### config.mk
export PLATFORM = sky130hd
export DESIGN_NAME = md_seq_ctrl
export DESIGN_NICKNAME = d
export VERILOG_FILES = /design/src/rtl/md_seq_ctrl.sv
export SDC_FILE = /design/constraint.sdc
export NUM_CORES = 1
export LEC_CHECK = 0
export ABC_AREA = 1
export BUFFER_PORTS_ARGS = -buffer_cell sky130_fd_sc_hd__buf_2
export CAP_MARGIN = 20
export CORE_MARGIN = 10
export CORE_UTILIZATION = 49
export CTS_CLUSTER_SIZE = 14
export DETAILED_ROUTE_END_ITERATION = 12
export HOLD_SLACK_MARGIN = 0.05
export PLACE_DENSITY_LB_ADDON = 0.3
export SLEW_MARGIN = 20
export SYNTH_ARGS = -nofsm -noshare
export SYNTH_HDL_FRONTEND = slang
export SYNTH_SLANG_ARGS = --single-unit
export TNS_END_PERCENT = 5
### constraint.sdc
create_clock -name clk -period 1.75 [get_ports clk]
set_clock_uncertainty 0.05 [all_clocks]
set_input_delay 0.35 -clock clk [delete_from_list [all_inputs] [get_ports clk]]
set_output_delay 0.35 -clock clk [all_outputs]
set_load 0.01 [all_outputs]
### src/rtl/md_seq_ctrl.sv
// md_seq_ctrl: multi-cycle multiply/divide step sequencer for the decode stage.
//
// Tracks how many cycles the MUL/DIV instruction held in ID has issued and
// produces the per-step control bits that ID registers into EXE, plus a hold
// request to the hazard unit.
//
// Parameters:
//   MUL_CYCLES  issue cycles per multiply (>= 1)
//   DIV_CYCLES  issue cycles per divide, including the final cycle (>= 2)
//   CNT_W       step counter width, 2**CNT_W >= max(MUL_CYCLES, DIV_CYCLES)
//
// Ports:
//   clk          clock, rising edge
//   resetn       asynchronous active-low reset
//   enable       ID stage advance (low = stalled from downstream)
//   flush_i      pipeline flush, aborts any operation in progress
//   is_m_i       ID holds a MUL/MULH/MULHSU/MULHU
//   is_d_i       ID holds a DIV/DIVU/REM/REMU
//   mul_state_o  current multiply step, 0 when not multiplying
//   div_state_o  current divide step, 0 when not dividing
//   d_init_o     divide step 0
//   d_advance_o  divide steps 1..DIV_CYCLES-1
//   div_last_o   divide step DIV_CYCLES-1
//   fin_o        final step of the current MUL or DIV
//   busy_o       hold IF/ID, more steps remain

module md_seq_ctrl #(
    parameter int unsigned MUL_CYCLES = 4,
    parameter int unsigned DIV_CYCLES = 17,
    parameter int unsigned CNT_W      = 5
) (
    input  logic             clk,
    input  logic             resetn,
    input  logic             enable,
    input  logic             flush_i,
    input  logic             is_m_i,
    input  logic             is_d_i,
    output logic [CNT_W-1:0] mul_state_o,
    output logic [CNT_W-1:0] div_state_o,
    output logic             d_init_o,
    output logic             d_advance_o,
    output logic             div_last_o,
    output logic             fin_o,
    output logic             busy_o
);

    localparam int unsigned MaxCycles = (MUL_CYCLES > DIV_CYCLES) ? MUL_CYCLES : DIV_CYCLES;

    if (MUL_CYCLES < 1) begin : g_bad_mul
        $error("md_seq_ctrl: MUL_CYCLES must be >= 1");
    end
    if (DIV_CYCLES < 2) begin : g_bad_div
        $error("md_seq_ctrl: DIV_CYCLES must be >= 2");
    end
    if ((64'd1 << CNT_W) < 64'(MaxCycles)) begin : g_bad_cnt_w
        $error("md_seq_ctrl: CNT_W too narrow for the configured cycle counts");
    end

    localparam logic [CNT_W-1:0] MulLast = CNT_W'(MUL_CYCLES - 1);
    localparam logic [CNT_W-1:0] DivLast = CNT_W'(DIV_CYCLES - 1);
    localparam logic [CNT_W-1:0] CntOne  = CNT_W'(1);
    // A single-cycle multiply completes in IDLE and never enters MUL.
    localparam bit               MulOne  = (MUL_CYCLES == 1);

    typedef enum logic [1:0] {
        StIdle,
        StMul,
        StDiv
    } state_e;

    state_e           state_q, state_d;
    logic [CNT_W-1:0] cnt_q, cnt_d;

    always_ff @(posedge clk or negedge resetn) begin
        if (!resetn) begin
            state_q <= StIdle;
            cnt_q   <= '0;
        end else begin
            state_q <= state_d;
            cnt_q   <= cnt_d;
        end
    end

    always_comb begin
        state_d     = state_q;
        cnt_d       = cnt_q;
        mul_state_o = '0;
        div_state_o = '0;
        d_init_o    = 1'b0;
        d_advance_o = 1'b0;
        div_last_o  = 1'b0;
        fin_o       = 1'b0;
        busy_o      = 1'b0;

        if (flush_i) begin
            // Flush silences all outputs and wins over a stall.
            state_d = StIdle;
            cnt_d   = '0;
        end else begin
            case (state_q)
                StIdle: begin
                    if (is_d_i) begin
                        d_init_o = 1'b1;
                        busy_o   = 1'b1;
                        if (enable) begin
                            state_d = StDiv;
                            cnt_d   = CntOne;
                        end
                    end else if (is_m_i) begin
                        fin_o  = MulOne;
                        busy_o = !MulOne;
                        if (enable && !MulOne) begin
                            state_d = StMul;
                            cnt_d   = CntOne;
                        end
                    end
                end
                StMul: begin
                    if (!is_m_i) begin
                        // Operation dropped: outputs stay 0, no fin.
                        if (enable) begin
                            state_d = StIdle;
                            cnt_d   = '0;
                        end
                    end else begin
                        mul_state_o = cnt_q;
                        if (cnt_q == MulLast) begin
                            fin_o = 1'b1;
                            if (enable) begin
                                state_d = StIdle;
                                cnt_d   = '0;
                            end
                        end else begin
                            busy_o = 1'b1;
                            if (enable) begin
                                cnt_d = cnt_q + CntOne;
                            end
                        end
                    end
                end
                StDiv: begin
                    if (!is_d_i) begin
                        if (enable) begin
                            state_d = StIdle;
                            cnt_d   = '0;
                        end
                    end else begin
                        div_state_o = cnt_q;
                        d_advance_o = 1'b1;
                        if (cnt_q == DivLast) begin
                            div_last_o = 1'b1;
                            fin_o      = 1'b1;
                            if (enable) begin
                                state_d = StIdle;
                                cnt_d   = '0;
                            end
                        end else begin
                            busy_o = 1'b1;
                            if (enable) begin
                                cnt_d = cnt_q + CntOne;
                            end
                        end
                    end
                end
                default: begin
                    state_d = StIdle;
                    cnt_d   = '0;
                end
            endcase
        end
    end

endmodule

## Word level (Yosys, flattened, before mapping)

Cells that the tools add are included.

- Flip-flop bits (word level): 7
- Input port bits: 6
- Word-level logic and storage cells: 63
- Output and inout bits: 15

- $add $sub $neg: 1
- Mux-type cells: 49
- Reductions and logical operators: 2
- Equal/unequal tests: 9

Operators with widths:

| operator | number |
|---|---|
| 5-bit 2-to-1 mux | 16 |
| 2-bit 2-to-1 mux | 10 |
| 4-bit inequality test, second input constant | 5 |
| 1-bit 2-to-1 mux | 19 |
| 5-bit case mux with 3 select lines | 1 |
| 2-bit case mux with 3 select lines | 1 |
| 5-bit by 1-bit adder with 5-bit output, second input constant | 1 |
| 5-bit by 2-bit == test with 1-bit output, second input constant | 1 |
| 5-bit == test, second input constant | 1 |
| 5-bit AND reduction | 1 |
| 1-bit case mux with 3 select lines | 1 |
| 2-bit by 1-bit == test with 1-bit output, second input constant | 1 |
| 2-bit == test, second input constant | 1 |
| 2-bit logical NOT | 1 |
| 1-bit case mux with 2 select lines | 1 |

## Logic depth before layout (Yosys ltp)

- Word-level depth: 6
- Mapped depth: 12
- Gate-level depth less buffers: 12

## Worst setup path before layout

Ideal clock, no wire load.

- Kind: register to output
- From: register state_q[0]
- To: output fin_o
- Setup slack: -0.027 ns
- Arrival time: 1.377 ns
- Cell stages (with the launch flop): 9
- Required time: 1.350 ns
- Buffers on the path: 0
- Cell sequence: dfrtp_1 > inv_1 > ha_1 > nand2_1 > nor2_2 > inv_2 > nor2_2 > nor2_1 > nor2_1

- Word-level cells in the longest chain between the ends: 3
- Elaborated cells on any way between the ends: 4

RTL lines:

| item | RTL line | RTL |
|---|---|---|
| start, declared | 71 | `state_e state_q, state_d;` |
| start signal, assigned | 76 | `state_q <= StIdle;` |
| start signal, assigned | 79 | `state_q <= state_d;` |
| 2-bit == test or 2-bit by 1-bit == test with 1-bit output (tied branches) | 100 | `case (state_q)` |
| 1-bit case mux with 2 select lines * | 100 |  |
| 1-bit 2-to-1 mux * | 95 | `if (flush_i) begin` |
| end, declared | 43 | `output logic fin_o,` |

Mark *: on every way between the ends. The rest lies on a longest branch, timed or not.

## Final worst setup path

- From: register cnt_q[0]
- To: output busy_o

- Word-level cells in the longest chain between the ends: 5
- Elaborated cells on any way between the ends: 8

RTL lines:

| item | RTL line | RTL |
|---|---|---|
| start, declared | 72 | `logic [CNT_W-1:0] cnt_q, cnt_d;` |
| start signal, assigned | 80 | `cnt_q <= cnt_d;` |
| 5-bit == test or 5-bit by 2-bit == test with 1-bit output (tied branches) | 150, 127 |  |
| 1-bit 2-to-1 mux, on equally long branches | 150, 127 |  |
| 1-bit 2-to-1 mux, on equally long branches | 142, 119 |  |
| 1-bit case mux with 3 select lines * | 100 |  |
| 1-bit 2-to-1 mux * | 95 |  |
| end, declared | 44 | `output logic busy_o` |

Marks and branches as above.

==> impl_metrics.toml <==
[synth]
yosysMostFrequentCell = "nand2_1"
synth.avg_cell_area_um2 = 6.16
syn-num-nets = 150
synth_edf_count = 0
synth_top_flop_cell = "dfrtp_1"
yosys.area_share.simple_pct = 47.9
synth_top_area_cell = "dfrtp_1"
ys_seq_elements = 7
synth_compound_area_share_pct = 8.46
synth_top_family_by_area = "simple AND/OR/NAND/NOR gates"
synth_area_leaders = "dfrtp_1 (21%), nand2_1 (19%), ha_1 (10%), inv_1 (9.3%), nand3_1 (5.9%)"
synth_cell_type_count = 22
ys_seq_area_share_pct = 20.8
async_reset_ff_share_pct = 100
yosys_warnings = 0
yosys.area_share.adder_pct = 10.4
synth.area.mux_share_pct = 0
yosysTopAreaCellShare_pct = 20.8
netlist_instances = 137
synth-xor-area-share_pct = 0
yosys-top-cells-count = "nand2_1 (43), inv_1 (21), nor2_1 (12), nand3_1 (10)"
mappedNetlistArea_um2 = 843

[run_status]
status = "finished, violations left"
failed_checks = "negative setup slack"

[die]
die_h_um = 61.5
floorplan.initialDensity_pct = 54.1
die_w_um = 61.5
fp.dieArea_um2 = 3780
core-area_um2 = 1560
io_pins = 21
rows = 14

[route]
drtIter0Drc = 30
drc = 0
route.vias.total = 1081
routedWlPerCell_um = 14.1
routed_wl_um = 2850
first_pass_iters = 4
ant_nets = 0
via_per_inst = 5.35

[grt]
track_usage_pct = 14.0
antenna_found_initial = 0
grt_overflow = 0
grt_pass1_vias = 1002
grt_pass1_wl_um = 4140
grt_max_degree = 11

[clock_tree]
cts.sinks = 7
path_clk_slew_ps = 60
clk_path_buf_depth = 2
clk_latency_ps = 250
cts_tree = "yes"
cts_buffers = 3
cts_htree_levels = 1
cts_root_buffer = "clkbuf_4"

[sta]
slew_viol_final = 0
fmax_ghz = 0.514
setup_violations = 13
setup_slack_ps = -196
fin_crit_ps = 1950
final_hold_viol_count = 0
finalCritPeriodShare_pct = 111
grt_setup_unrepaired = "yes"
maxSlewHeadroom_pct = 74.8
tightest_slew_ps = 375

[worst_setup_path]
cp_slowest_stage_delay_ps = 440
crit_fanout = 3
worstPathArrival_ps = 1550
crit_chain = "inv_2 -> ha_4 -> nand2_2 -> inv_4 -> nand2_4 -> nand2_4 -> nand2_4 -> inv_2 -> nand2_1 -> nand2_1 -> inv_1 -> buf_2"
worst_ep_required_time_ps = 1350
start_kind = "flop"
ff2ff_path_depth = 7
path_delay_family = "flip-flops"
crit_type = "reg2out"
path_buf_inv = 5
cp.depth = 12
critPathSlowestCell = "dfrtp_2"
crit_top_cell = "nand2_4"
crit_path_end_kind = "output pin"

[run]
maxCapViolCount = 0

[cells_and_area]
antenna_cells = 0
final_cells = 202
drive_gt1_share_pct = 48.4
nFillCells = 99
syn_to_final_growth_pct = 53.6
layout.nets = 200

[place]
io_buffers = 20
place_hpwl_um = 1980
gp_congestion = 0.808
placed_cells = 183

[worst_hold_path]
hp-class = "in2reg"
holdPathStages = 3

[pwr]
power.density_nw_per_um2 = 634
total_power_uw = 821
irDropWorstVdd_mv = 0.574
leakagePower_nw = 0.710
-- final timing paths --
kind	slack [ps]	to	startpoint
max	-200	busy_o	cnt_q[0]$_DFFE_PN0P_
min	390	cnt_q[1]$_DFFE_PN0P_	enable
max reg2reg	150	cnt_q[3]$_DFFE_PN0P_	state_q[1]$_DFFE_PN0P_
min reg2reg	550	cnt_q[1]$_DFFE_PN0P_	cnt_q[1]$_DFFE_PN0P_
max in group asynchronous	1050	cnt_q[1]$_DFFE_PN0P_	resetn
min in group asynchronous	420	cnt_q[2]$_DFFE_PN0P_	resetn
-- logic make-up (layout without fill, tap and decap cells) --
logic type | Yosys count | count (layout)
fa+ha+maj | 7 | 7
flops | 7 | 7
buf+inv | 27 | 76
simple gates | 86 | 86
compound gates | 10 | 10
-- worst register-to-register path, stage by stage, from the launching register on --
cell and delay, ps:
dfrtp_1 400, buf_4 150, ha_4 160, buf_4 130, o21ai_0 320, o21ai_0 130, nand2_1 70, o21ai_0 70
-- sequential cells by signal, indices dropped and copies added (netlist names) --
signal	count
cnt_q	5
state_q	2
-- routing by layer --
| metal | vias up | global-route usage [%] | part of all wire, % |
|---|---|---|---|
| met5 | - | 0 | 0 |
| met4 | 0 | 5.10 | 1.6 |
| met3 | 9 | 4.12 | 9.6 |
| met2 | 42 | 25.3 | 52 |
| met1 | 509 | 15.1 | 37 |
| li1 | 521 | - | - |
-- area by class of cell --
type | count | area (um2) | share of cell area (%)
clock buffer | 4 | 26.3 | 2.03
inverter | 26 | 100 | 7.73
multi-input combinational | 103 | 658 | 50.8
sequential | 7 | 179 | 13.8
tap | 16 | 20.0 | 1.55
timing repair buffer | 46 | 312 | 24.1
-- timing repair --
| action | in CTS | in global routing |
|---|---|---|
| hold buffers | 1 | 0 |
| pin swaps | 2 | 9 |
| setup buffers | 6 | 8 |
| endpoints found under the hold margin | 7 | 0 |
| resized for setup | 6 | 27 |
| gates cloned | 0 | 0 |
| endpoints found under the setup margin | 14 | 15 |
-- power by group --
group / total, mW / switching, mW / leakage (nW) / internal [mW]
combinational: 0.461 / 0.254 / 0.604 / 0.207
sequential: 0.206 / 0.0251 / 0.0907 / 0.181
clock: 0.154 / 0.0664 / 0.0150 / 0.0875
-- cell usage in the layout, fill, tap and decap left out --
cell type	synthesis	layout
buf_2	0	19
buf_6	0	3
nor2_1	12	5
ha_1	7	3
nand2_4	2	5
o21ai_4	1	1
nor2_2	3	8
ha_4	0	4
o21ai_2	1	1
nand2_2	5	3
nand3_1	10	10
dfrtp_1	7	4
a21boi_0	1	1
inv_1	21	15
inv_2	4	10
clkbuf_4	0	3
nand4_1	2	2
o21ai_1	1	1
inv_4	0	1
dlygate4sd3_1	0	1
a21oi_2	1	1
clkbuf_1	0	1
nor3_1	6	6
nor2_4	2	4
nand2_1	43	42
buf_4	1	23
dfrtp_2	0	3
nand3_2	1	1
o21ai_0	5	5
-- per-stage QoR --
stage	instance area (um2)	utilization [%]	hold slack, ps	setup TNS [ps]	setup WS (ps)
2_1_floorplan	851	-	4.41	0	10.9
3_3_place_gp	1050	67.1	142	0	20.0
3_5_place_dp	1050	67.1	147	-11.4	-11.4
4_1_cts	1140	73.4	392	-2210	-235
5_1_grt	1290	83.1	403	-2840	-284
6_report	1290	83.1	390	-1590	-196
(Power assumes the default switching activity.)
